## config.mk

```make
export PLATFORM = sky130hd
export DESIGN_NAME = vid_palette_lookup
export DESIGN_NICKNAME = d
export VERILOG_FILES = /design/src/rtl/vid_palette_lookup.sv
export SDC_FILE = /design/constraint.sdc
export NUM_CORES = 1
export LEC_CHECK = 0
export BUFFER_PORTS_ARGS = -buffer_cell sky130_fd_sc_hd__buf_2
export CAP_MARGIN = 20
export CORE_UTILIZATION = 38
export CTS_CLUSTER_DIAMETER = 30
export DETAILED_ROUTE_END_ITERATION = 16
export PLACE_DENSITY = 0.78
export SETUP_SLACK_MARGIN = 0.05
export SLEW_MARGIN = 0
export SYNTH_ARGS = -nofsm -noshare
export SYNTH_HDL_FRONTEND = slang
export SYNTH_SLANG_ARGS = --single-unit
```

## constraint.sdc

```tcl
create_clock -name clk -period 1.2 [get_ports clk]
set_input_delay 0.18 -clock clk [delete_from_list [all_inputs] [get_ports clk]]
set_output_delay 0.18 -clock clk [all_outputs]
set_load 0.01 [all_outputs]
```

## src/rtl/vid_palette_lookup.sv

```systemverilog
// vid_palette_lookup: palette index to RGBA stage behind a synchronous-read palette RAM.
//   Colour key: index 0 forces alpha to zero.
//   Optional feature macro VID_PAL_FADE_EN scales RGB by (fade+1)/256. Without it, RGB pass through.
//   Ports:
//     clk, reset              clock (also the RAM read clock) and sync active-high reset
//     in_valid/in_ready       input handshake for in_index, in_bank, in_last
//     out_valid/out_ready     output handshake for out_rgba {A,B,G,R} and out_last
//     fade                    global brightness, sampled when the output register loads
//     pal_addr/pal_en/pal_q   palette RAM read port (q valid the cycle after en)
module vid_palette_lookup (
  input  logic        clk,
  input  logic        reset,
  input  logic        in_valid,
  output logic        in_ready,
  input  logic [7:0]  in_index,
  input  logic        in_bank,
  input  logic        in_last,
  output logic        out_valid,
  input  logic        out_ready,
  output logic [31:0] out_rgba,
  output logic        out_last,
  input  logic [7:0]  fade,
  output logic [8:0]  pal_addr,
  output logic        pal_en,
  input  logic [31:0] pal_q
);
  logic        r_s1_valid;
  logic        r_s1_last;
  logic        r_s1_key;
  logic        r_out_valid;
  logic        r_out_last;
  logic [31:0] r_out_rgba;
  logic        w_advance;
  logic [7:0]  w_a;
  logic [7:0]  w_b;
  logic [7:0]  w_g;
  logic [7:0]  w_r;
  // The whole pipeline, including the RAM output register, moves together,
  // so stalling the RAM clock enable is what keeps pal_q stable.
  assign w_advance = !r_out_valid || out_ready;
  assign in_ready  = w_advance || reset;
  assign pal_en    = w_advance && !reset;
  assign pal_addr  = {in_bank, in_index};
  assign w_a       = r_s1_key ? 8'h00 : pal_q[31:24];
`ifdef VID_PAL_FADE_EN
  logic [8:0] w_scale;
  assign w_scale = {1'b0, fade} + 9'd1;
  // 8x9 product, keep bits [15:8]; fade=255 is identity, fade=0 is black.
  assign w_b = 8'((16'(pal_q[23:16]) * 16'(w_scale)) >> 8);
  assign w_g = 8'((16'(pal_q[15:8])  * 16'(w_scale)) >> 8);
  assign w_r = 8'((16'(pal_q[7:0])   * 16'(w_scale)) >> 8);
`else
  logic w_unused_fade;
  assign w_unused_fade = ^fade;
  assign w_b = pal_q[23:16];
  assign w_g = pal_q[15:8];
  assign w_r = pal_q[7:0];
`endif
  always_ff @(posedge clk) begin
    if (reset) begin
      r_s1_valid  <= 1'b0;
      r_s1_last   <= 1'b0;
      r_s1_key    <= 1'b0;
      r_out_valid <= 1'b0;
      r_out_last  <= 1'b0;
      r_out_rgba  <= 32'h0;
    end else if (w_advance) begin
      r_s1_valid  <= in_valid;
      r_s1_last   <= in_last;
      r_s1_key    <= (in_index == 8'h00);
      r_out_valid <= r_s1_valid;
      r_out_last  <= r_s1_last;
      r_out_rgba  <= {w_a, w_b, w_g, w_r};
    end
  end
  assign out_valid = r_out_valid;
  assign out_last  = r_out_last;
  assign out_rgba  = r_out_rgba;
endmodule

```

==> results of run 1 <==
==> cell usage in the layout, fill, tap and decap left out <==
cell type	Yosys	final
nor2b_4	2	2
buf_2	3	86
buf_4	9	5
clkbuf_16	0	1
dfxtp_2	0	1
buf_6	4	3
inv_2	1	1
bufbuf_16	0	1
inv_1	1	1
nor2_4	0	1
buf_12	0	2
a32o_1	1	1
bufinv_16	0	2
dfxtp_1	37	36
clkinv_2	0	1
nor4_1	2	2
buf_8	0	1
clkbuf_4	0	5
a22o_1	35	35
nor3_4	0	1
o21ai_1	1	1
==> final timing paths <==
| check | startpoint | depth (start not counted) | to |
|---|---|---|---|
| worst max-delay path | out_valid$_SDFFE_PP0P_ | 6 | out_rgba[22]$_SDFFE_PP0P_ |
| worst min-delay path | pal_q[0] | 2 | out_rgba[0]$_SDFFE_PP0P_ |
| worst max register to register | out_valid$_SDFFE_PP0P_ | 6 | out_rgba[22]$_SDFFE_PP0P_ |
| worst min register to register | r_s1_valid$_SDFFE_PP0P_ | 2 | out_valid$_SDFFE_PP0P_ |
==> sequential cells by signal, indices dropped and copies added, names as in the netlist <==
register and count:
r_s1_key 1, r_s1_last 1, out_rgba 32, r_s1_valid 1, out_last 1, out_valid 1
==> kinds of logic after synthesis <==
logic type      count (synthesis)  share of synthesized area [%]
flops                          37                          59.08
compound gates                 37                          25.65
buf+inv                        18                          10.78
simple gates                    6                          4.491
==> layer usage <==
layer,up-vias,track usage [%]
li1,540,-
met1,535,17.00
met2,49,29.86
met3,5,7.860
met4,0,8.503
met5,-,0
==> synthesized netlist by cell type <==
cell type	instances	area, um^2
nor2_2	1	6.260
nor3_2	1	10.01
inv_2	1	3.750
nor4_1	2	12.51
buf_4	9	67.56
buf_6	4	45.04
nor2b_4	2	27.53
o21ai_1	1	5.000
buf_2	3	15.01
a32o_1	1	10.01
inv_1	1	3.750
a22o_1	35	306.5
dfxtp_1	37	740.7
==> layout make-up <==
class	count	area, um^2	area share [%]
multi-input cells	43	389.1	20.37
flip-flops and latches	37	742.0	38.83
repair buffers	99	614.3	32.15
inverters	2	7.507	0.3929
clock buffers	5	37.54	1.965
well taps	44	55.05	2.881
clock inverters	3	65.06	3.405
==> critical path, stage by stage, from the launching register on <==
cell and delay [ns]:
dfxtp_2 0.34, nor2b_4 0.15, buf_4 0.13, nor2_4 0.04
buf_4 0.16, bufbuf_16 0.27, a22o_1 0.18
==> power by group <==
group,total (mW),internal [mW],switching [mW]
Combinational,0.388,0.219,0.169
Sequential,1.35,1.31,0.0378
Clock,1.06,0.645,0.411
Total,2.79,2.17,0.618
==> metrics by stage <==
step	power [mW]	hold WS (ns)	area [um^2]	TNS [ns]	worst slack, ns
final	2.789	0.02872	1911	-2.044	-0.1637
after global routing	2.923	0.009617	1911	-3.615	-0.2232
after CTS	2.819	0.02136	1876	-2.130	-0.1556
after global placement	1.707	0.3601	1685	0	0.07248
after detailed placement	1.719	0.3601	1685	0	0.05020
after floorplan	1.548	0.2585	1255	0	0.05954
==> repair_timing <==
item	CTS	global route
cloned	1	1
setup buffers	4	1
endpoints found under the setup margin	19	38
resized for setup	5	2
pin swaps	1	10
==> results by group, run 1 <==
Status
  • Status: finished, violations left
  • Failing checks: setup timing

Logic synthesis
  • Synth cell types: 13
  • Synth Cell Area: 1254 um^2
  • Syn avg cell area: about 13 um^2
  • Net Count, Synth: 152
  • #FFs+latches synth: 37
  • Syn. warnings: 0
  • Syn Inst Count: 98
  • Sequential fraction of the synthesis area: 59.08%

Critical path
  • Worst Path Required: 1.45 ns
  • Reg2reg setup slack: -0.16 ns
  • Crit Path Category: register to register
  • Worst Path Max Fanout: 8
  • Startpoint class of the critical path: register
  • Critical Path End Type: register
  • WP data arrival: 1.61 ns

Worst hold path
  • Min-Delay Path Class: input port to register

Route
  • Antenna Nets Post-Route: 0
  • Wire length on met2: 1.595 mm
  • Top Layer Used: met4
  • M1 WL: 1.207 mm
  • Via-per-instance ratio: 4.845
  • DR vias: 1129
  • DRC viols: 0
  • WL per Instance: about 13 um
  • Final wirelength: 3.075 mm
  • DR pass1 iterations: 3
  • Initial DRC Count: 41
  • Routed wl met3: 211 um

Placed design
  • Post-Place Cells: between 200 and 250
  • Final HPWL DP: 2.165 mm
  • Number of I/O port buffers: 88
  • Gpl congestion: between 0.7 and 0.8

STA
  • Worst slew pin tran: 0.3520 ns
  • Final worst-path cycle share: 113.6%
  • FMAX: 0.7333 GHz
  • Fin. Hold Viols: 0
  • Setup Skew: 0.005833 ns
  • Final worst slack: -0.1637 ns
  • Worst slew margin: 76.46%
  • Slew Viols, Final: 0
  • RSZ-0062 raised after global routing: true
  • Min cycle time layout: 1.364 ns
  • Final count of negative-setup-slack endpoints: 28

Global routing
  • All-Layer GR Usage: between 15 and 20%
  • GRT Residual Overflow: 0
  • First-pass GRT wire length: between 4 and 5 mm
  • Initial antenna violation count: 0
  • Vias in the first global route: 980
  • Largest net degree at the start of global routing: 22

Finish
  • Final core occ: 61.57%
  • Fill count: ~270
  • Share of layout cells above drive strength 1: 59.79%
  • Finished Layout Cells: 233
  • Post-layout nets: ~240
  • # diodes: 0
  • Area Overhead vs Synth: 52.40%

Die
  • Die X: 59.44 um
  • IO Pins: between 90 and 100
  • Initial Util: 40.40%
  • Die span in y: 59.44 um
  • # rows: 20
  • DIE AREA: ~3500 um^2
  • Core ar.: 3103 um^2

Clock tree
  • # H-tree levels: 2
  • Worst-path clk slew: roughly 0.11 ns
  • Sink Count: 37
  • Clock Latency Late Sink: 0.35 ns
  • Max Buffers Root-to-Sink: 2
  • CTS tree: yes
  • Hold-fix buffers, CTS: 0
  • CTS buffer count: 5
  • Root buf cell: clkbuf_4

Pwr
  • PwrDens: roughly 1500 nW/um^2
  • LEAKAGE: roughly 1.0 nW
  • VDD IR max: 899.9 uV

Flow run
  • Max_cap viols: 0
Power figures use the tool's default switching activity.
==> inputs of run 2 (changes only) <==
--- a/config.mk
+++ b/config.mk
@@ -5,14 +5,15 @@
 export SDC_FILE = /design/constraint.sdc
 export NUM_CORES = 1
 export LEC_CHECK = 0
+export ABC_AREA = 1
 export BUFFER_PORTS_ARGS = -buffer_cell sky130_fd_sc_hd__buf_2
 export CAP_MARGIN = 20
-export CORE_UTILIZATION = 38
+export CORE_UTILIZATION = 39
 export CTS_CLUSTER_DIAMETER = 30
 export DETAILED_ROUTE_END_ITERATION = 16
 export PLACE_DENSITY = 0.78
 export SETUP_SLACK_MARGIN = 0.05
-export SLEW_MARGIN = 0
+export SLEW_MARGIN = 20
 export SYNTH_ARGS = -nofsm -noshare
 export SYNTH_HDL_FRONTEND = slang
 export SYNTH_SLANG_ARGS = --single-unit
==> results by group, run 2 <==
Status
  • Status: finished, final reports clean

Global routing
  • All-Layer GR Usage: 16.47% (-0.64 points)
  • Routing usage on met1: 18.37% (+1.4 points)
  • Largest net degree at the start of global routing: 36 (+64%)
  • GRT Residual Overflow: 0 (unchanged)
  • Met2 usage: 27.32% (-2.5 points)
  • First-pass GRT wire length: 4.291 mm (-0.33%)
  • Initial antenna violation count: 0 (unchanged)
  • Vias in the first global route: 1029 (+5.0%)
  • Gr busiest metal: met2
  • M3 GR Usage: 5.544% (-2.3 points)

Placed design
  • Post-place setup slack: 0.1055 ns (+0.05529 ns)
  • Post-Place Cells: 302 (+38%)
  • Number of I/O port buffers: 88 (unchanged)
  • Gpl congestion: 0.6545 (-9.1%)
  • Final HPWL DP: 2.081 mm (-3.9%)

Die
  • Die X: 60.92 um (+2.5%)
  • # rows: 21 (+5.0%)
  • Die span in y: 60.92 um (+2.5%)
  • IO Pins: 99 (unchanged)
  • Initial Util: 40.57% (+0.17 points)
  • Core ar.: 3337 um^2 (+7.5%)
  • DIE AREA: 3711 um^2 (+5.0%)

Logic synthesis
  • Syn avg cell area: 7.692 um^2 (-40%)
  • Syn. warnings: 0 (unchanged)
  • Number of synthesized flops with an enable pin: 0 (unchanged)
  • Sequential fraction of the synthesis area: 54.71% (-4.4 points)
  • Synth cell count leaders: nand2_1 (100), dfxtp_1 (37), buf_4 (12), o21ai_0 (9), nor2_1 (5)
  • Synth Cell Area: 1354 um^2 (+8.0%)
  • Syn Inst Count: 176 (+80%)
  • Most area-hungry cell type in the Yosys netlist: dfxtp_1
  • Synth cell types: 13 (unchanged)
  • #FFs+latches synth: 37 (unchanged)
  • Top cell type's share of synthesized area: 54.71% (-4.4 points)
  • Most frequent cell after synthesis: nand2_1
  • Net Count, Synth: 230 (+51%)
  • FFs w/ async S/R, synth: 0% (unchanged)
  • Top cells by area, synth: dfxtp_1 (55%), nand2_1 (28%), buf_4 (6.7%)
  • Predominant post-synthesis flop cell: dfxtp_1

Clock tree
  • CTS tree: yes
  • Clock Latency Late Sink: 0.33 ns (-0.02 ns)
  • Worst-path clk slew: 0.10 ns (about the same)
  • Max Buffers Root-to-Sink: 2 (unchanged)
  • Root buf cell: clkbuf_4
  • CTS buffer count: 5 (unchanged)
  • Sink Count: 37 (unchanged)
  • # H-tree levels: 2 (unchanged)

Pwr
  • Sw Ratio: 25.39% (+3.2 points)
  • Pint: 1.715 mW (-21%)
  • PwrDens: 1207 nW/um^2 (-17%)
  • Combinational Power Share: 15.3% (+1.4 points)
  • Clock Power Share: 26.3% (-11 points)
  • Sequential Power Share: 58.4% (+10 points)
  • Switching power: 0.5835 mW (-5.6%)
  • VDD IR max: 752.6 uV (-16%)
  • LEAKAGE: 1.092 nW (+8.7%)

Finish
  • Post-layout nets: 320 (+32%)
  • Area Overhead vs Synth: 40.67%
  • Share of layout cells above drive strength 1: 41.20% (-19 points)
  • Finished Layout Cells: 313 (+34%)
  • Final core occ: 57.07% (-4.5 points)
  • Max reg flops: 32 (unchanged)
  • Fill count: 336 (+24%)
  • Commonest non-fill, non-tap cell in the layout: nand2_1
  • # diodes: 0 (unchanged)
  • Most frequent cells in the layout: nand2_1 (100), buf_2 (86), dfxtp_1 (36)

Critical path
  • Worst Path Max Fanout: 3 (-5)
  • Worst Path Required: 1.02 ns (-0.43 ns)
  • Critical Path End Type: output port
  • Startpoint class of the critical path: register
  • Slowest cell delay on critical path: 0.36 ns (+0.02 ns)
  • Crit Path Category: register to output port
  • CP max stage cell: dfxtp_2
  • CP Cell Sequence: nand2_4 -> nor2_4 -> inv_2 -> buf_6
  • R2R cell count: 7 (+1)
  • WP data arrival: 1.01 ns (-0.60 ns)

Route
  • DR vias: 1335 (+18%)
  • Final wirelength: 2.908 mm (-5.4%)
  • Via-per-instance ratio: 4.265 (-12%)
  • DRC viols: 0 (unchanged)
  • DR pass1 iterations: 6 (+3)
  • Initial DRC Count: 41 (unchanged)
  • WL per Instance: 9.291 um (-30%)
  • Antenna Nets Post-Route: 0 (unchanged)

STA
  • Slew Viols, Final: 0 (unchanged)
  • Total Neg Setup Slack: 0 ns (+2.044 ns)
  • Final worst-path cycle share: 99.45% (-14 points)
  • FMAX: 0.8379 GHz (+14%)
  • Fin. Hold Viols: 0 (unchanged)
  • Min cycle time layout: 1.193 ns (-0.1703 ns)
  • Final count of negative-setup-slack endpoints: 0 (-100%)
  • Worst slew pin tran: 0.2612 ns (-0.09079 ns)
  • Worst slew margin: 82.57% (+6.1 points)
  • Final worst slack: 0.006606 ns (+0.1703 ns)
  • Hold Slack: 0.02457 ns (-0.004146 ns)
  • RSZ-0062 raised after global routing: true
  • Setup Skew: 0.007200 ns (+0.001366 ns)

Worst hold path
  • Hold Path Stages: 3 (+1)
  • Min-Delay Path Class: input port to register

Flow run
  • Max_cap viols: 0 (unchanged)
[run 2: cell count changes after synthesis, moves of 3 or more]
| cell | previous run | this run |
|---|---|---|
| nand2_1 | 0 | 100 |
| buf_4 | 9 | 12 |
| nor2_1 | 0 | 5 |
| inv_1 | 1 | 4 |
| o21ai_0 | 0 | 9 |
| a22o_1 | 35 | 0 |
[run 2: final timing paths]
kind / start / end / slack, ns
hold / removal: pal_q[20] / out_rgba[20]$_SDFFE_PP0P_ / 0.02
hold reg to reg: r_s1_last$_SDFFE_PP0P_ / out_last$_SDFFE_PP0P_ / 0.45
setup reg to reg: out_valid$_SDFFE_PP0P_ / r_s1_key$_SDFFE_PP0P_ / 0.15
setup / recovery: out_valid$_SDFFE_PP0P_ / in_ready / 0.007
[run 2: final cells by class]
type                       count  area [um^2]  area share (%)
timing repair buffer          98        548.0           28.78
inverter                       6        30.03           1.577
tap                           46        57.56           3.022
clock buffer                   8        48.80           2.562
sequential                    37        742.0           38.96
multi-input combinational    118        478.0           25.10
[run 2: timing repair]
item                                    CTS  global route
hold buffers                              0             0
pin swaps                                 2             2
buffers inserted                          2             1
resized for setup                         7             4
endpoints found under the setup margin    2            15
[run 2: kinds of logic (layout without fill, tap and decap cells)]
logic type	Yosys count	count (layout)	synth area share, %
AOI/OAI and AO/OA	10	10	3.696
buffers and inverters	21	112	10.35
DFF	37	37	54.71
and+or+nand+nor	108	108	31.24
[run 2: per-stage QoR]
step / area (um^2) / power (mW)
floorplan: 1354 / 1.538
global placement: 1799 / 1.696
detailed placement: 1799 / 1.704
CTS: 1883 / 2.327
global route: 1904 / 2.432
finish: 1904 / 2.299
[run 2: critical path, delay by kind of cell, from the launching register on]
| family | cells | cell delay, ns |
|---|---|---|
| AND/OR/NAND/NOR | 2 | 0.16 |
| buffers and inverters | 2 | 0.16 |
| flip-flops | 1 | 0.36 |
[run 2: routing by layer]
metal / routed length (um) / share of wire, % / up-vias
li1: - / - / 703
met1: 1309 / 45 / 578
met2: 1360 / 47 / 47
met3: 176 / 6.1 / 7
met4: 62 / 2.1 / 0
met5: 0 / 0 / -
[run 2: power groups by stage]
stage	registers, mW	logic [mW]	clock network [mW]
after global routing	1.35	0.398	0.682
after floorplan	1.41	0.133	0
final	1.34	0.351	0.605
after CTS	1.34	0.347	0.637
after detailed placement	1.37	0.335	0
after global placement	1.37	0.329	0
==> inputs of run 3 (changes only) <==
--- a/config.mk
+++ b/config.mk
@@ -8,6 +8,7 @@
 export ABC_AREA = 1
 export BUFFER_PORTS_ARGS = -buffer_cell sky130_fd_sc_hd__buf_2
 export CAP_MARGIN = 20
+export CORE_MARGIN = 4
 export CORE_UTILIZATION = 39
 export CTS_CLUSTER_DIAMETER = 30
 export DETAILED_ROUTE_END_ITERATION = 16
==> results by group, run 3 (synthesis results as in run 2) <==
Critical path
  • R2R cell count: 7 (unchanged)
  • Worst Path Buf+Inv: 2 (unchanged)
  • WP data arrival: 1.02 ns (about the same)
  • CP Cell Sequence: nand2_4 -> nor2_4 -> inv_2 -> buf_6
  • Worst Path Max Fanout: 3 (unchanged)
  • Reg2reg end: out_rgba[21]$_SDFFE_PP0P_
  • Critical Path End Type: output port
  • Reg2reg setup slack: 0.09 ns (-0.06 ns)
  • Startpoint class of the critical path: register
  • CP max stage cell: dfxtp_2
  • CP top delay family: flip-flops
  • Crit Path Category: register to output port
  • RR Startpoint: out_valid$_SDFFE_PP0P_
  • Worst Path Required: 1.02 ns (about the same)
  • Slowest cell delay on critical path: 0.36 ns (about the same)

Die
  • Core ar.: 3337 um^2 (unchanged)
  • Die X: 66.92 um (+9.8%)
  • Die span in y: 66.92 um (+9.8%)
  • DIE AREA: 4478 um^2 (+21%)
  • # rows: 21 (unchanged)
  • Initial Util: 40.57% (unchanged)
  • IO Pins: 99 (unchanged)

Finish
  • Commonest non-fill, non-tap cell in the layout: nand2_1
  • Most frequent cells in the layout: nand2_1 (100), buf_2 (86), dfxtp_1 (36)
  • # diodes: 0 (unchanged)
  • Post-layout nets: 320 (unchanged)
  • Area Overhead vs Synth: 40.57% (about the same)
  • Final Instance Area: 1903 um^2 (about the same)
  • Share of layout cells above drive strength 1: 41.57% (+0.37 points)
  • Max reg flops: 32 (unchanged)

STA
  • Fin. Hold Viols: 0 (unchanged)
  • FMAX: 0.8306 GHz (-0.87%)
  • Worst slew margin: 83.80% (+1.2 points)
  • Final worst slack: -0.003918 ns (-0.01052 ns)
  • Total Neg Setup Slack: -0.003918 ns (-0.003918 ns)
  • Slew Viols, Final: 0 (unchanged)
  • Min cycle time layout: 1.204 ns (+0.01052 ns)
  • Final worst-path cycle share: 100.3% (+0.88 points)
  • Final count of negative-setup-slack endpoints: 1 (+1)
  • RSZ-0062 raised after global routing: true
  • Setup Skew: 0.008370 ns (+0.001170 ns)
  • Worst slew pin tran: 0.2427 ns (-0.01847 ns)

Clock tree
  • Root buf cell: clkbuf_4
  • CTS buffer count: 5 (unchanged)
  • Worst-path clk slew: 0.11 ns (about the same)
  • Max Buffers Root-to-Sink: 2 (unchanged)
  • Sink Count: 37 (unchanged)
  • Clock Latency Late Sink: 0.34 ns (about the same)
  • # H-tree levels: 2 (unchanged)
  • CTS tree: yes

Global routing
  • First-pass GRT wire length: 4.919 mm (+15%)
  • GRT Residual Overflow: 0 (unchanged)
  • Vias in the first global route: 1153 (+12%)
  • Initial antenna violation count: 0 (unchanged)
  • All-Layer GR Usage: 14.72% (-1.8 points)
  • Largest net degree at the start of global routing: 25 (-31%)

Route
  • Antenna Nets Post-Route: 0 (unchanged)
  • Initial DRC Count: 35 (-15%)
  • DR pass1 iterations: 3 (-3)
  • WL per Instance: 10.20 um (+9.8%)
  • DR vias: 1306 (-2.2%)
  • DRC viols: 0 (unchanged)
  • Final wirelength: 3.194 mm (+9.8%)
  • Via-per-instance ratio: 4.173 (-2.2%)

Worst hold path
  • Hold Path Sink: out_rgba[2]$_SDFFE_PP0P_
  • Min-delay src: pal_q[2]
  • Min-Delay Path Class: input port to register
  • Hold Path Stages: 3 (unchanged)

Placed design
  • Gpl congestion: 0.6611 (+1.0%)
  • Dpl cell area: 1772 um^2 (-1.5%)
  • Final HPWL DP: 2.359 mm (+13%)
  • Number of I/O port buffers: 88 (unchanged)

Pwr
  • VDD IR max: 688.6 uV (-8.5%)
  • LEAKAGE: 1.094 nW (+0.23%)
  • Total power: 2.299 mW (about the same)
  • PwrDens: 1208 nW/um^2 (about the same)

Status
  • Status: finished, violations left
  • Failing checks: setup timing

Flow run
  • Max_cap viols: 0 (unchanged)
==> run 3: power by group <==
group | switching [mW] | internal, mW | leakage [nW] | total (mW)
clock | 0.389 | 0.223 | 0.0320 | 0.612
combinational | 0.178 | 0.169 | 0.754 | 0.347
sequential | 0.0340 | 1.31 | 0.308 | 1.34
==> run 3: worst min-delay path, stage by stage <==
cell and delay [ns]:
buf_2 0.07, nand2_1 0.04, nand2_1 0.04
==> run 3: metrics by stage <==
| step | utilization [%] | cells | setup WS [ns] | hold slack (ns) |
|---|---|---|---|---|
| 6_report | 57.03 | 313 | -0.003918 | 0.01879 |
| 5_1_grt | 57.03 | 313 | -0.05346 | 0.004582 |
| 4_1_cts | 55.91 | 310 | -0.04550 | 0.002446 |
| 3_5_place_dp | 53.09 | 300 | 0.1342 | 0.3601 |
| 3_3_place_gp | 53.09 | 300 | 0.1507 | 0.3601 |
| 2_1_floorplan | - | 176 | 0.1423 | 0.2491 |
==> run 3: per-layer routing <==
layer | up-vias | routed length (um) | track usage [%]
met1 | 550 | 1347 | 17.40
li1 | 703 | - | -
met4 | 0 | 64 | 8.861
met2 | 45 | 1498 | 22.90
met5 | - | 0 | 0
met3 | 8 | 283 | 4.890
==> run 3: worst max path at each step <==
stage / cells past startpoint / end / start / slack (ns)
3_5_place_dp: 8 / r_s1_valid$_SDFFE_PP0P_ / out_ready / 0.13
3_3_place_gp: 8 / out_rgba[9]$_SDFFE_PP0P_ / out_ready / 0.15
4_1_cts: 4 / in_ready / out_valid$_SDFFE_PP0P_ / -0.05
6_report: 4 / in_ready / out_valid$_SDFFE_PP0P_ / -0.004
2_1_floorplan: 7 / out_rgba[10]$_SDFFE_PP0P_ / out_valid$_SDFFE_PP0P_ / 0.14
5_1_grt: 4 / in_ready / out_valid$_SDFFE_PP0P_ / -0.05
==> run 3: area by class of cell <==
cell class              instances  area (um^2)
flip-flops and latches         37        742.0
multi-input cells             118        478.0
fillers                       359         1434
clock inverters                 2        10.01
repair buffers                 98        546.8
inverters                       6        27.53
well taps                      46        57.56
clock buffers                   6        41.29
==> run 3: repair_timing <==
item,CTS,global route
cloned,0,0
hold buffers,0,1
setup buffers,2,2
hold endpoints to repair,0,1
gates resized for setup,8,6
endpoints found under the setup margin,2,3
pin swaps,3,2
